**src/rtl/lt24_pkg.sv**
```systemverilog
// Shared definitions for the LT24 pixel sink: ILI9341 opcodes, init parameter
// bytes, FSM encodings and the bus word record.
package lt24_pkg;

    localparam logic [7:0] CMD_SLPOUT = 8'h11;
    localparam logic [7:0] CMD_COLMOD = 8'h3A;
    localparam logic [7:0] CMD_MADCTL = 8'h36;
    localparam logic [7:0] CMD_DISPON = 8'h29;
    localparam logic [7:0] CMD_CASET  = 8'h2A;
    localparam logic [7:0] CMD_PASET  = 8'h2B;
    localparam logic [7:0] CMD_RAMWR  = 8'h2C;

    localparam logic [7:0] COLMOD_RGB565 = 8'h55;
    localparam logic [7:0] MADCTL_VALUE  = 8'h48;

    localparam logic [3:0] WINDOW_WORDS = 4'd12;

    typedef enum logic [2:0] {
        ST_RST_LOW,
        ST_RST_WAIT,
        ST_SLPOUT,
        ST_SLP_WAIT,
        ST_CFG,
        ST_IDLE,
        ST_PIXEL
    } sinkState_t;

    typedef enum logic [1:0] {
        BW_IDLE,
        BW_LOW,
        BW_HIGH
    } busPhase_t;

    typedef struct packed {
        logic        rs;
        logic [15:0] data;
    } busWord_t;

    function automatic busWord_t cmdWord(input logic [7:0] code);
        busWord_t w;
        w.rs   = 1'b0;
        w.data = {8'h00, code};
        return w;
    endfunction

    function automatic busWord_t dataWord(input logic [15:0] value);
        busWord_t w;
        w.rs   = 1'b1;
        w.data = value;
        return w;
    endfunction

endpackage

```
**src/rtl/lt24_pixel_sink_if.sv**
```systemverilog
// Pixel-write handshake between the maze renderer (master) and the LT24 sink (slave).
interface lt24_pixel_sink_if;

    logic [7:0]  xAddr;
    logic [8:0]  yAddr;
    logic [15:0] pixelData;
    logic        pixelWrite;
    logic        pixelReady;

    modport master (
        output xAddr,
        output yAddr,
        output pixelData,
        output pixelWrite,
        input  pixelReady
    );

    modport slave (
        input  xAddr,
        input  yAddr,
        input  pixelData,
        input  pixelWrite,
        output pixelReady
    );

endinterface

```
**src/rtl/lt24_bus_word.sv**
```systemverilog
// One 8080-style write: WRn low for LOW_CYCLES then high for HIGH_CYCLES with RS/D
// held throughout; o_done marks the last high clock so a back-to-back start can follow.
module lt24_bus_word
    import lt24_pkg::*;
#(
    parameter int LOW_CYCLES  = 2,
    parameter int HIGH_CYCLES = 2
) (
    input  logic        clock,
    input  logic        resetApp,
    input  logic        i_start,
    input  logic        i_rs,
    input  logic [15:0] i_data,
    output logic        o_done,
    output logic        o_idle,
    output logic        o_wrn,
    output logic        o_rs,
    output logic [15:0] o_d
);

    localparam int CW = 8;

    busPhase_t   r_phase;
    logic [CW-1:0] r_cnt;
    logic        r_wrn;
    logic        r_rs;
    logic [15:0] r_d;
    logic        w_accept;

    assign o_done   = (r_phase == BW_HIGH) && (r_cnt == CW'(HIGH_CYCLES - 1));
    assign o_idle   = (r_phase == BW_IDLE);
    assign w_accept = i_start && (o_idle || o_done);
    assign o_wrn    = r_wrn;
    assign o_rs     = r_rs;
    assign o_d      = r_d;

    always_ff @(posedge clock or posedge resetApp) begin
        if (resetApp) begin
            r_phase <= BW_IDLE;
            r_cnt   <= '0;
            r_wrn   <= 1'b1;
            r_rs    <= 1'b1;
            r_d     <= 16'h0000;
        end else if (w_accept) begin
            r_phase <= BW_LOW;
            r_cnt   <= '0;
            r_wrn   <= 1'b0;
            r_rs    <= i_rs;
            r_d     <= i_data;
        end else begin
            case (r_phase)
                BW_LOW: begin
                    if (r_cnt == CW'(LOW_CYCLES - 1)) begin
                        r_phase <= BW_HIGH;
                        r_cnt   <= '0;
                        r_wrn   <= 1'b1;
                    end else begin
                        r_cnt <= r_cnt + 1'b1;
                    end
                end
                BW_HIGH: begin
                    if (o_done) begin
                        r_phase <= BW_IDLE;
                        r_cnt   <= '0;
                    end else begin
                        r_cnt <= r_cnt + 1'b1;
                    end
                end
                default: ;
            endcase
        end
    end

endmodule

```
**src/rtl/lt24_pixel_sink.sv**
```systemverilog
// LT24 (ILI9341) pixel sink: resets and initialises the panel, then turns each accepted
// pixel into bus writes, re-programming the window only when auto-increment cannot reach it.
module lt24_pixel_sink
    import lt24_pkg::*;
#(
    parameter int WIDTH             = 240,
    parameter int HEIGHT            = 320,
    parameter int WR_LOW_CYCLES     = 2,
    parameter int WR_HIGH_CYCLES    = 2,
    parameter int RESET_CYCLES      = 500000,
    parameter int RESET_WAIT_CYCLES = 6000000,
    parameter int SLEEP_WAIT_CYCLES = 6000000
) (
    input  logic                clock,
    input  logic                resetApp,
    lt24_pixel_sink_if.slave    pix,
    output logic                initDone,
    output logic                LT24_WRn,
    output logic                LT24_RDn,
    output logic                LT24_CSn,
    output logic                LT24_RS,
    output logic                LT24_RESETn,
    output logic [15:0]         LT24_D,
    output logic                LT24_LCD_ON
);

    localparam logic [8:0] EC = 9'(WIDTH - 1);
    localparam logic [8:0] EP = 9'(HEIGHT - 1);

    sinkState_t  r_state;
    sinkState_t  w_nextState;
    logic [31:0] r_waitCnt;
    logic [3:0]  r_wordIdx;
    logic [3:0]  r_wordCount;
    logic [3:0]  w_wordCount;
    logic [7:0]  r_x;
    logic [8:0]  r_y;
    logic [15:0] r_pixel;
    logic [7:0]  r_nextX;
    logic [8:0]  r_nextY;
    logic [7:0]  r_winX;
    logic [8:0]  r_winY;
    logic        r_addrValid;

    busWord_t    w_word;
    logic        w_issue;
    logic        w_wordsDone;
    logic        w_busDone;
    logic        w_busIdle;
    logic        w_accept;
    logic        w_outOfRange;
    logic        w_sequential;
    logic [7:0]  w_winX;
    logic [8:0]  w_winY;
    logic [7:0]  w_succX;
    logic [8:0]  w_succY;

    lt24_bus_word #(
        .LOW_CYCLES  (WR_LOW_CYCLES),
        .HIGH_CYCLES (WR_HIGH_CYCLES)
    ) u_busWord (
        .clock    (clock),
        .resetApp (resetApp),
        .i_start  (w_issue),
        .i_rs     (w_word.rs),
        .i_data   (w_word.data),
        .o_done   (w_busDone),
        .o_idle   (w_busIdle),
        .o_wrn    (LT24_WRn),
        .o_rs     (LT24_RS),
        .o_d      (LT24_D)
    );

    assign w_accept    = (r_state == ST_IDLE) && pix.pixelWrite;
    assign w_issue     = (r_wordIdx < w_wordCount) && (w_busIdle || w_busDone);
    assign w_wordsDone = (r_wordIdx == w_wordCount) && ((w_wordCount == 4'd0) || w_busDone);

    always_ff @(posedge clock or posedge resetApp) begin
        if (resetApp) begin
            r_state <= ST_RST_LOW;
        end else begin
            r_state <= w_nextState;
        end
    end

    always_comb begin
        w_nextState = r_state;
        case (r_state)
            ST_RST_LOW:  if (r_waitCnt == 32'(RESET_CYCLES - 1))      w_nextState = ST_RST_WAIT;
            ST_RST_WAIT: if (r_waitCnt == 32'(RESET_WAIT_CYCLES - 1)) w_nextState = ST_SLPOUT;
            ST_SLPOUT:   if (w_wordsDone)                             w_nextState = ST_SLP_WAIT;
            ST_SLP_WAIT: if (r_waitCnt == 32'(SLEEP_WAIT_CYCLES - 1)) w_nextState = ST_CFG;
            ST_CFG:      if (w_wordsDone)                             w_nextState = ST_IDLE;
            ST_IDLE:     if (w_accept)                                w_nextState = ST_PIXEL;
            ST_PIXEL:    if (w_wordsDone)                             w_nextState = ST_IDLE;
            default:                                                  w_nextState = ST_RST_LOW;
        endcase
    end

    always_comb begin
        pix.pixelReady = (r_state == ST_IDLE);
        initDone       = (r_state == ST_IDLE) || (r_state == ST_PIXEL);
        LT24_LCD_ON    = initDone;
        LT24_RESETn    = (r_state != ST_RST_LOW);
        LT24_CSn       = (r_state == ST_RST_LOW);
        LT24_RDn       = 1'b1;
        w_wordCount    = 4'd0;
        w_word         = cmdWord(CMD_SLPOUT);
        case (r_state)
            ST_SLPOUT: begin
                w_wordCount = 4'd1;
                w_word      = cmdWord(CMD_SLPOUT);
            end
            ST_CFG: begin
                w_wordCount = 4'd5;
                case (r_wordIdx)
                    4'd0:    w_word = cmdWord(CMD_COLMOD);
                    4'd1:    w_word = dataWord({8'h00, COLMOD_RGB565});
                    4'd2:    w_word = cmdWord(CMD_MADCTL);
                    4'd3:    w_word = dataWord({8'h00, MADCTL_VALUE});
                    default: w_word = cmdWord(CMD_DISPON);
                endcase
            end
            ST_PIXEL: begin
                w_wordCount = r_wordCount;
                if (r_wordCount == 4'd1) begin
                    w_word = dataWord(r_pixel);
                end else begin
                    case (r_wordIdx)
                        4'd0:    w_word = cmdWord(CMD_CASET);
                        4'd1:    w_word = dataWord(16'h0000);
                        4'd2:    w_word = dataWord({8'h00, r_x});
                        4'd3:    w_word = dataWord({15'h0000, EC[8]});
                        4'd4:    w_word = dataWord({8'h00, EC[7:0]});
                        4'd5:    w_word = cmdWord(CMD_PASET);
                        4'd6:    w_word = dataWord({15'h0000, r_y[8]});
                        4'd7:    w_word = dataWord({8'h00, r_y[7:0]});
                        4'd8:    w_word = dataWord({15'h0000, EP[8]});
                        4'd9:    w_word = dataWord({8'h00, EP[7:0]});
                        4'd10:   w_word = cmdWord(CMD_RAMWR);
                        default: w_word = dataWord(r_pixel);
                    endcase
                end
            end
            default: ;
        endcase
    end

    // The successor follows the panel's auto-increment: right along the row, then back
    // to the window's start column on the next row, then back to the window origin.
    always_comb begin
        w_outOfRange = ({1'b0, pix.xAddr} > EC) || (pix.yAddr > EP);
        w_sequential = r_addrValid && (pix.xAddr == r_nextX) && (pix.yAddr == r_nextY);
        w_winX       = w_sequential ? r_winX : pix.xAddr;
        w_winY       = w_sequential ? r_winY : pix.yAddr;
        if ({1'b0, pix.xAddr} < EC) begin
            w_succX = pix.xAddr + 8'd1;
            w_succY = pix.yAddr;
        end else if (pix.yAddr < EP) begin
            w_succX = w_winX;
            w_succY = pix.yAddr + 9'd1;
        end else begin
            w_succX = w_winX;
            w_succY = w_winY;
        end
    end

    always_ff @(posedge clock or posedge resetApp) begin
        if (resetApp) begin
            r_waitCnt   <= '0;
            r_wordIdx   <= '0;
            r_wordCount <= '0;
            r_x         <= '0;
            r_y         <= '0;
            r_pixel     <= '0;
            r_nextX     <= '0;
            r_nextY     <= '0;
            r_winX      <= '0;
            r_winY      <= '0;
            r_addrValid <= 1'b0;
        end else begin
            if (w_nextState != r_state) begin
                r_waitCnt <= '0;
                r_wordIdx <= '0;
            end else begin
                if ((r_state == ST_RST_LOW) || (r_state == ST_RST_WAIT) || (r_state == ST_SLP_WAIT)) begin
                    r_waitCnt <= r_waitCnt + 32'd1;
                end
                if (w_issue) begin
                    r_wordIdx <= r_wordIdx + 4'd1;
                end
            end
            if ((r_state != ST_IDLE) && (r_state != ST_PIXEL)) begin
                r_addrValid <= 1'b0;
            end
            if (w_accept) begin
                r_x     <= pix.xAddr;
                r_y     <= pix.yAddr;
                r_pixel <= pix.pixelData;
                if (w_outOfRange) begin
                    r_wordCount <= 4'd0;
                end else begin
                    r_wordCount <= w_sequential ? 4'd1 : WINDOW_WORDS;
                    r_winX      <= w_winX;
                    r_winY      <= w_winY;
                    r_nextX     <= w_succX;
                    r_nextY     <= w_succY;
                    r_addrValid <= 1'b1;
                end
            end
        end
    end

endmodule

```
**src/flat_wrapper.sv**
```systemverilog
// flat-port wrapper written by rule: the top's interface ports become plain ports
module lt24_pixel_sink_flat import lt24_pkg::*;
#(
    parameter int WIDTH             = 240,
    parameter int HEIGHT            = 320,
    parameter int WR_LOW_CYCLES     = 2,
    parameter int WR_HIGH_CYCLES    = 2,
    parameter int RESET_CYCLES      = 500000,
    parameter int RESET_WAIT_CYCLES = 6000000,
    parameter int SLEEP_WAIT_CYCLES = 6000000
)
  (clock, resetApp, initDone, LT24_WRn, LT24_RDn, LT24_CSn, LT24_RS, LT24_RESETn, LT24_D, LT24_LCD_ON, pix_xAddr, pix_yAddr, pix_pixelData, pix_pixelWrite, pix_pixelReady);
  lt24_pixel_sink_if pix_i ();
  input  logic clock;
  input  logic resetApp;
  output logic initDone;
  output logic LT24_WRn;
  output logic LT24_RDn;
  output logic LT24_CSn;
  output logic LT24_RS;
  output logic LT24_RESETn;
  output logic [15:0] LT24_D;
  output logic LT24_LCD_ON;
  input wire logic [$bits(pix_i.xAddr)-1:0] pix_xAddr;
  input wire logic [$bits(pix_i.yAddr)-1:0] pix_yAddr;
  input wire logic [$bits(pix_i.pixelData)-1:0] pix_pixelData;
  input wire logic [$bits(pix_i.pixelWrite)-1:0] pix_pixelWrite;
  output wire logic [$bits(pix_i.pixelReady)-1:0] pix_pixelReady;
  assign pix_i.xAddr = pix_xAddr;
  assign pix_i.yAddr = pix_yAddr;
  assign pix_i.pixelData = pix_pixelData;
  assign pix_i.pixelWrite = pix_pixelWrite;
  assign pix_pixelReady = pix_i.pixelReady;
  lt24_pixel_sink #(.WIDTH(WIDTH), .HEIGHT(HEIGHT), .WR_LOW_CYCLES(WR_LOW_CYCLES), .WR_HIGH_CYCLES(WR_HIGH_CYCLES), .RESET_CYCLES(RESET_CYCLES), .RESET_WAIT_CYCLES(RESET_WAIT_CYCLES), .SLEEP_WAIT_CYCLES(SLEEP_WAIT_CYCLES)) u_core (.clock(clock), .resetApp(resetApp), .pix(pix_i), .initDone(initDone), .LT24_WRn(LT24_WRn), .LT24_RDn(LT24_RDn), .LT24_CSn(LT24_CSn), .LT24_RS(LT24_RS), .LT24_RESETn(LT24_RESETn), .LT24_D(LT24_D), .LT24_LCD_ON(LT24_LCD_ON));
endmodule
```
**config.mk**
```make
export PLATFORM = sky130hd
export DESIGN_NAME = lt24_pixel_sink_flat
export DESIGN_NICKNAME = d
export VERILOG_FILES = /design/src/rtl/lt24_pkg.sv /design/src/rtl/lt24_pixel_sink_if.sv /design/src/rtl/lt24_bus_word.sv /design/src/rtl/lt24_pixel_sink.sv /design/src/flat_wrapper.sv
export SDC_FILE = /design/constraint.sdc
export NUM_CORES = 1
export LEC_CHECK = 0
export ABC_AREA = 0
export BUFFER_PORTS_ARGS = -buffer_cell sky130_fd_sc_hd__buf_2
export CORE_MARGIN = 2
export CORE_UTILIZATION = 36
export CTS_BUF_LIST = sky130_fd_sc_hd__clkbuf_4
export CTS_CLUSTER_SIZE = 16
export DETAILED_ROUTE_END_ITERATION = 10
export GPL_TIMING_DRIVEN = 0
export MAX_ROUTING_LAYER = met4
export PLACE_DENSITY = 0.63
export SKIP_CTS_REPAIR_TIMING = 1
export SLEW_MARGIN = 20
export SYNTH_ARGS = -nofsm -noshare
export SYNTH_HDL_FRONTEND = slang
export SYNTH_HIERARCHICAL = 1
export SYNTH_SLANG_ARGS = --single-unit
```
**constraint.sdc**
```tcl
create_clock -name clock -period 10.6 [get_ports clock]
set_clock_uncertainty 0.2 [all_clocks]
set_input_delay 1.06 -clock clock [delete_from_list [all_inputs] [get_ports clock]]
set_output_delay 1.06 -clock clock [all_outputs]
set_load 0.05 [all_outputs]
```
==> results.toml, run 1 <==
[run_status]
status = "finished clean"

[synth]
syn_nets = 823
syn_inst = 775
synth_edf_count = 0
yosys_warnings = 6
post_synth_num_cell_types = 78
netlist_area_um2 = 7700
synthArstFlopShare = 1.00
ys.flop_type = "dfrtp_1"
synth-seq-area-share = 0.446
ys_ff_latch = 137
avgSynthCellArea_um2 = 9.93

[detailed_routing]
wl_per_cell_um = 16.2
finalWirelength_um = 18300
via_count = 6017
postRouteAntennaNets = 0
drc = 0
first_pass_iters = 5
vias_per_cell = 5.30
drtIter0Drc = 506

[worst_setup_path]
crit_type = "reg -> reg"
cpMaxStageDelayCell = "a211oi_2"
cp_common_cell = "a21o_1"
path_max_fanout = 10
startpoint_type = "flip-flop"
critPathBufInv = 3
path_cells = "clkbuf_1 -> inv_1 -> nor2_1 -> o21ai_0 -> ha_1 -> a21o_1 -> a211oi_2 -> nand2_1 -> a21o_1 -> buf_6 -> mux2_4"
slowest_delay_ps = 620
rrSetupSlack_ps = 6920
path_delay_family = "compound AO/OA/AOI/OAI gates"
cp.required_ps = 10830
cp-end-kind = "flip-flop"
arrival_ps = 3910

[layout]
syn_to_final_growth_pct = 12.1
seq_area_um2 = 3430
drive_above_1_share = 0.210
num-fill-cells = 2066
layout_common_cells = "dfrtp_1 (135), nor2_1 (89), nand2_1 (57)"
final_nets = 893
stdcell_count = 1135
multi_input_area_um2 = 3970
layout_commonest_cell = "dfrtp_1"

[floorplanning]
die_area_um2 = 22600
dieHeight_um = 150
die_w_um = 150
core-area_um2 = 21000
start_util = 0.366
placementRows = 53
pin_count = 60

[pwr]
switchingPower_mw = 0.225
p_comb_frac = 0.048
power.total_mw = 0.927
p_leak_nw = 3.97
swShare = 0.243
p_seq_frac = 0.563
vdd_drop_max_mv = 0.0619
p_int_mw = 0.702
clkPwrFrac = 0.389
power_density_nw_per_um2 = 107

[sta]
rsz0062_at_grt = "false"
min_period_ps = 3680
worst_slew_pin_slew_ps = 909
finalSetupTns_ps = 0
hold_viol_final = 0
fmax_ghz = 0.272
fin_crit_sh = 0.347
drv_slew = 0
slew_headroom = 0.388
setup_violations = 0

[clock_network]
cts_sinks = 137
htreeDepth = 4
cts_tree = "done"
clk_pin_slew_ps = 120
cts_root_buf = "clkbuf_4"
cts_buffers = 17
cts_buffer_depth = 2
clk-insertion-delay-late_ps = 540

[place]
dp_hpwl_um = 13200
port_buffers = 50
dpl.cell_count = 1101
gp_congestion = 0.907

[grt]
grt_pass1_vias = 5844
grt_max_degree = 74
grt_pass1_wl_um = 30100
antenna_found_initial = 2
overflow = 0
grt_use_total = 0.173

[job]
max-cap-violations = 0

[min_path]
hold_class = "reg -> reg"
-- routing by layer --
metal  wire, µm  up-vias  GRT usage
met2       8550      168      0.267
li1           -     2908          -
met5          0        -          -
met1       8660     2928      0.232
met4        160        0     0.0453
met3        966       13     0.0367
-- cell families (layout without fill, tap and decap cells) --
family,Yosys count,after routing,share of synthesized area
multiplexers,75,75,0.117
AND/OR/NAND/NOR,280,280,0.190
flip-flops,137,137,0.446
other,1,3,0.000487
XOR/XNOR,62,62,0.0705
buffers and inverters,69,152,0.0398
AO/OA/AOI/OAI,139,139,0.117
adder cells (fa/ha/maj),12,12,0.0195
-- stage by stage --
stage           util  hold slack, ps  setup WS [ps]  cell area [µm²]
4_1_cts        0.410             270           6900             8630
6_report       0.411             287           6920             8630
3_3_place_gp   0.395             269           4920             8290
3_5_place_dp   0.396             265           6730             8330
5_1_grt        0.411             277           6600             8630
2_1_floorplan      -             241           6470             7700
-- power by group through the flow --
stage | clock (mW) | combinational [mW] | sequential, mW
2_1_floorplan | 0 | 0.0263 | 0.533
3_3_place_gp | 0 | 0.0435 | 0.533
3_5_place_dp | 0 | 0.0450 | 0.533
4_1_cts | 0.375 | 0.0453 | 0.523
5_1_grt | 0.399 | 0.0497 | 0.523
6_report | 0.361 | 0.0444 | 0.522
-- worst paths after layout --
check	endpoint	cells past startpoint	startpoint
worst max-delay path	u_core/u_busWord/o_d[9]	11	u_core/r_state[2]
worst min-delay path	u_core/r_addrValid	1	u_core/r_addrValid
worst max register to register	u_core/u_busWord/o_d[9]	11	u_core/r_state[2]
worst min register to register	u_core/r_addrValid	1	u_core/r_addrValid
max in group asynchronous	u_core/r_waitCnt[22]	3	resetApp
min in group asynchronous	u_core/r_pixel[14]	2	resetApp
-- final cells by class --
cell class                 instances  share of cell area
antenna                            2            0.000580
buffer                            51              0.0277
clock buffer                      19              0.0165
clock inverter                    13              0.0180
inverter                          18             0.00841
multi-input combinational        569               0.459
sequential                       137               0.397
tap                              275              0.0399
timing repair buffer              51              0.0322
-- synth_stat cells (all sizes together), types with 3 or more instances --
cell type | number | share of area
and3 | 6 | 0.0049
clkbuf | 34 | 0.017
nor2b | 3 | 0.0028
nand2b | 5 | 0.0041
o21ai | 31 | 0.020
a21oi | 34 | 0.022
a32oi | 4 | 0.0046
inv | 18 | 0.0088
a31oi | 11 | 0.0089
o211ai | 4 | 0.0039
nor4 | 10 | 0.012
nand2 | 58 | 0.029
nand3 | 21 | 0.014
nor2 | 91 | 0.046
and4 | 4 | 0.0046
buf | 17 | 0.014
xnor2 | 41 | 0.047
a21o | 5 | 0.0049
a311oi | 3 | 0.0034
mux2 | 67 | 0.11
ha | 12 | 0.020
a211oi | 13 | 0.013
nand4b | 3 | 0.0034
o21a | 4 | 0.0039
or3 | 7 | 0.0063
nor3b | 3 | 0.0029
mux2i | 8 | 0.010
and2 | 10 | 0.0081
or4 | 5 | 0.0054
nor4b | 3 | 0.0054
dfrtp | 135 | 0.44
o22ai | 5 | 0.0041
nor3 | 24 | 0.017
o311ai | 3 | 0.0034
nand4 | 18 | 0.015
xor2 | 21 | 0.024
-- state kept, by name, summed over array words and instances (netlist names), 9 cells and up --
signal / flops
u_core/u_busWord/o_d: 16
u_core/r_pixel: 16
u_core/r_y: 9
u_core/r_winY: 9
u_core/r_nextY: 9
u_core/r_waitCnt: 32
(Power assumes the default switching activity.)
==> run 2: changes to the inputs <==
--- a/config.mk
+++ b/config.mk
@@ -5,7 +5,7 @@
 export SDC_FILE = /design/constraint.sdc
 export NUM_CORES = 1
 export LEC_CHECK = 0
-export ABC_AREA = 0
+export ABC_AREA = 1
 export BUFFER_PORTS_ARGS = -buffer_cell sky130_fd_sc_hd__buf_2
 export CORE_MARGIN = 2
 export CORE_UTILIZATION = 36
@@ -14,7 +14,7 @@
 export DETAILED_ROUTE_END_ITERATION = 10
 export GPL_TIMING_DRIVEN = 0
 export MAX_ROUTING_LAYER = met4
-export PLACE_DENSITY = 0.63
+export PLACE_DENSITY = 0.65
 export SKIP_CTS_REPAIR_TIMING = 1
 export SLEW_MARGIN = 20
 export SYNTH_ARGS = -nofsm -noshare
==> constraint.sdc (replaced) <==
create_clock -name clock -period 3.1 [get_ports clock]
set_clock_uncertainty 0.2 [all_clocks]
set_input_delay 0.31 -clock clock [delete_from_list [all_inputs] [get_ports clock]]
set_output_delay 0.31 -clock clock [all_outputs]
set_load 0.05 [all_outputs]
==> results.toml, run 2 <==
[run_status]
status = "finished clean"

[synth]
yosys-top-cells-count = "nand2_1 (306), dfrtp_1 (135), inv_1 (122)"
yosys.area_share.simple = 0.331
yosysTopAreaCellShare = 0.414
synth_edf_count = 0
synthArstFlopShare = 1.00
yosys_warnings = 6
yosysTopAreaCell = "dfrtp_1"
synth_area_leaders = "dfrtp_1 (41%), nand2_1 (14%), nand3_1 (5.7%)"
avgSynthCellArea_um2 = 7.42
post_synth_num_cell_types = 45
synthAdderAreaFrac = 0.0184
ys.flop_type = "dfrtp_1"
muxShareOfSynthArea = 0.00123
netlist_area_um2 = 8150
syn_inst = 1099
yosys.area_share.xor_xnor = 0.0462
synth_compound_area_frac = 0.0913
synth-seq-area-share = 0.421
ys_ff_latch = 137
syn_nets = 1147
synth_top_family_by_area = "simple AND/OR/NAND/NOR gates"
synth_most_common_cell = "nand2_1"

[pwr]
vdd_drop_max_mv = 0.180
p_leak_nw = 4.88
power_density_nw_per_um2 = 339
power.total_mw = 3.26

[grt]
grt_pass1_vias = 7078
overflow = 0
grt_use_total = 0.182
grt_max_degree = 31
antenna_found_initial = 1
grt_pass1_wl_um = 34300

[detailed_routing]
wl_per_cell_um = 13.6
finalWirelength_um = 20600
drtIter0Drc = 508
vias_per_cell = 4.85
via_count = 7377
postRouteAntennaNets = 0
drc = 0
first_pass_iters = 7

[worst_setup_path]
path_max_fanout = 10
arrival_ps = 3160
crit_type = "reg -> reg"
reg2reg_to = "u_core/u_busWord/o_d[6]"
rrSetupSlack_ps = 240
rr_worst_depth = 15
cp-end-kind = "flip-flop"
critPathLaunch = "u_core/r_state[0]"
startpoint_type = "flip-flop"
cp-endpoint = "u_core/u_busWord/o_d[6]"
r2r-start = "u_core/r_state[0]"
cp.required_ps = 3390

[floorplanning]
die_area_um2 = 23900
dieHeight_um = 154
core-area_um2 = 22400
placementRows = 55
pin_count = 60
die_w_um = 154
start_util = 0.363

[clock_network]
htreeDepth = 4
cts_sinks = 137
cts_buffers = 17
cts_tree = "done"
cts_root_buf = "clkbuf_4"
cts_buffer_depth = 2
clk-insertion-delay-late_ps = 550
clk_pin_slew_ps = 130

[layout]
syn_to_final_growth_pct = 17.8
regMostFlops = "u_core/r_waitCnt"
finish.utilization = 0.428
stdcell_count = 1520
drive_above_1_share = 0.151
design_area_um2 = 9600
final_nets = 1267
largest_register_ffs = 32
layout_commonest_cell = "nand2_1"
layout_common_cells = "nand2_1 (306), dfrtp_1 (134), inv_1 (120)"

[sta]
holdWs_ps = 32.8
worst_slew_pin_slew_ps = 604
setup_slack_ps = 238
drv_slew = 0
hold_viol_final = 0
min_period_ps = 2860
fin_crit_sh = 0.923
finalSetupTns_ps = 0
slew_headroom = 0.598
setup_violations = 0
fmax_ghz = 0.349

[place]
dp_hpwl_um = 15400
dpl.cell_count = 1446
placed_cell_area_um2 = 8910
gp_congestion = 0.921
pre_cts_ws_ps = -326
port_buffers = 58

[min_path]
hold_class = "in -> reg"

[job]
max-cap-violations = 0
==> run 2: cell types whose count changed after synthesis, sizes merged, moves of 10 or more <==
cell,before,now
nand2,58,321
nand3,21,96
xnor2,41,12
and2,10,0
nor2,91,139
clkbuf,34,10
a211oi,13,1
mux2,67,0
o21ai,31,68
inv,18,132
a21oi,34,44
xor2,21,31
==> run 2: kinds of logic (layout without fill, tap and decap cells) <==
group | Yosys count | in the layout
AO/OA/AOI/OAI | 135 | 135
XOR/XNOR | 43 | 43
adder cells (fa/ha/maj) | 12 | 12
buffers and inverters | 166 | 299
flip-flops | 137 | 137
multiplexers | 1 | 1
other | 1 | 4
AND/OR/NAND/NOR | 604 | 604
==> run 2: how the worst min path moves through the flow <==
stage	slack, ps	end	from	depth (start not counted)
finish	30	u_core/r_y[0]	pix_yAddr[0]	3
global route	9	u_core/r_y[0]	pix_yAddr[0]	3
CTS	-430	u_core/r_wordIdx[0]	resetApp	2
detailed placement	200	u_core/r_wordIdx[0]	resetApp	2
global placement	250	u_core/u_busWord/o_d[7]	u_core/u_busWord/o_d[7]	2
floorplan	170	u_core/u_busWord/o_d[0]	resetApp	1
==> run 2: final cells by class <==
cell class,instances,area [µm²]
buffer,34,245
fill,2258,12800
multi-input combinational,796,3980
timing repair buffer,101,771
sequential,137,3430
tap,285,357
clock buffer,20,150
inverter,132,504
antenna,3,7.51
clock inverter,12,154
==> run 2: power by group <==
group          switching [mW]  total (mW)  internal, mW
clock                   0.679        1.26         0.583
sequential                  0        1.79          1.79
combinational           0.126       0.210        0.0845
total                   0.805        3.26          2.45
==> run 2: critical path, cell delays in order (launching register included) <==
cell and delay, ps:
dfrtp_2 460, inv_4 100, nand2_2 80, nor2_4 140, buf_4 180, nand2_1 70, ha_1 280, nand2_1 90
a21oi_1 50, nor3_1 170, o21ai_1 140, inv_1 160, buf_4 220, buf_2 220, nand3_1 150, nand2_1 100
==> run 2: per-layer routing <==
metal,vias to the layer above,share of wire,global-route usage
li1,3750,-,-
met2,137,0.47,0.290
met4,0,0.013,0.0481
met3,16,0.033,0.0280
met1,3474,0.49,0.244
met5,-,0,-
==> run 3: changes to the inputs <==
--- a/config.mk
+++ b/config.mk
@@ -5,7 +5,7 @@
 export SDC_FILE = /design/constraint.sdc
 export NUM_CORES = 1
 export LEC_CHECK = 0
-export ABC_AREA = 1
+export ABC_AREA = 0
 export BUFFER_PORTS_ARGS = -buffer_cell sky130_fd_sc_hd__buf_2
 export CORE_MARGIN = 2
 export CORE_UTILIZATION = 36
==> results.toml, run 3 (synthesis results as in run 1) <==
[clock_network]
cts_tree = "done"
cts_sinks = 137
clk-insertion-delay-late_ps = 540
clk_pin_slew_ps = 130
htreeDepth = 4
cts_buffers = 17
cts_root_buf = "clkbuf_4"
cts_buffer_depth = 2

[layout]
drive_above_1_share = 0.220
multi_input_area_um2 = 4000
finish.utilization = 0.429
syn_to_final_growth_pct = 17.2
seq_area_um2 = 3430
regMostFlops = "u_core/r_waitCnt"
num-fill-cells = 2009
largest_register_ffs = 32
final_nets = 924
design_area_um2 = 9020
layout_common_cells = "dfrtp_1 (134), nor2_1 (88), buf_2 (55), nand2_1 (55), mux2_2 (49)"
layout_commonest_cell = "dfrtp_1"

[pwr]
p_seq_frac = 0.545
p_int_mw = 2.51
power.total_mw = 3.28
clkPwrFrac = 0.399
power_density_nw_per_um2 = 363
p_comb_frac = 0.057
p_leak_nw = 4.15
vdd_drop_max_mv = 0.205
swShare = 0.234
switchingPower_mw = 0.767

[floorplanning]
core-area_um2 = 21000
placementRows = 53
start_util = 0.366
die_area_um2 = 22600
pin_count = 60
die_w_um = 150
dieHeight_um = 150

[sta]
drv_slew = 0
slew_headroom = 0.474
setup_violations = 0
hold_viol_final = 0
finalSetupTns_ps = 0
fin_crit_sh = 0.974
fmax_ghz = 0.331
worst_slew_pin_slew_ps = 781
setup_slack_ps = 81.0
min_period_ps = 3020

[min_path]
hold_class = "in -> async"

[detailed_routing]
top_layer = "met4"
wl_met3_um = 850
postRouteAntennaNets = 0
first_pass_iters = 5
drc = 0
via_count = 6191
drtIter0Drc = 571
wl_per_cell_um = 16.1
wl_met1_um = 9120
finalWirelength_um = 18700
vias_per_cell = 5.31
route.met2.wl_um = 8580

[worst_setup_path]
cp.required_ps = 3330
startpoint_type = "flip-flop"
path_max_fanout = 10
arrival_ps = 3250
crit_type = "reg -> reg"
cp-end-kind = "flip-flop"

[grt]
grt_max_degree = 31
grt_pass1_vias = 5805
grt_pass1_wl_um = 30000
overflow = 0
antenna_found_initial = 1
grt_use_total = 0.172

[place]
dp_hpwl_um = 13400
port_buffers = 50
placed_cell_area_um2 = 8390
gp_congestion = 0.884
pre_cts_ws_ps = -572

[job]
max-cap-violations = 0

[run_status]
status = "finished clean"
run 3: changes by cell type in the layout (fill, tap and decap cells not counted), sizes merged, moves of 12 or more:
cell / before / now
nand3: 96 / 21
inv: 131 / 18
nand2: 321 / 58
a211oi: 1 / 13
o21ai: 68 / 31
clkbuf: 29 / 54
nor2: 139 / 91
xnor2: 12 / 41
mux2: 0 / 67
buf: 92 / 73
run 3: metal layers:
layer / track usage / vias to the layer above
met5: - / -
met4: 0.0396 / 0
met3: 0.0391 / 16
met2: 0.261 / 164
met1: 0.236 / 3041
li1: - / 2970
run 3: per-stage QoR:
stage,hold WS [ps],cells
2_1_floorplan,174,775
3_3_place_gp,266,1100
3_5_place_dp,91.7,1104
4_1_cts,-528,1136
5_1_grt,26.3,1165
6_report,60.3,1165
run 3: critical path, stage by stage (launching register included):
cell,delay [ps]
dfrtp_1,550
nand4b_1,160
buf_2,230
a41o_1,280
or3_1,320
clkbuf_1,160
nor2_4,340
buf_4,300
mux2_2,360
run 3: final cells by class:
class,instances,share of cell area
buffer,51,0.0276
sequential,137,0.380
clock buffer,19,0.0158
multi-input combinational,569,0.443
inverter,18,0.00790
antenna,1,0.000277
tap,275,0.0381
clock inverter,13,0.0195
timing repair buffer,82,0.0677
run 3: power by group through the flow:
stage	Clock (mW)	Combinational [mW]	Sequential, mW
CTS	1.35	0.162	1.79
floorplan	0	0.0903	1.82
global route	1.44	0.206	1.79
detailed placement	0	0.162	1.82
finish	1.31	0.185	1.79
global placement	0	0.148	1.82
run 3: worst paths after layout:
kind	start	end	slack, ps	cells after the start
min in group clock	pix_yAddr[0]	u_core/r_nextY[1]	60	4
max in group asynchronous	resetApp	u_core/r_waitCnt[21]	1770	6
worst min register to register	u_core/r_addrValid	u_core/r_addrValid	300	1
worst max-delay path	u_core/r_state[0]	u_core/r_winY[4]	80	8
worst min-delay path	resetApp	u_core/r_pixel[8]	60	3
worst max register to register	u_core/r_state[0]	u_core/r_winY[4]	80	8
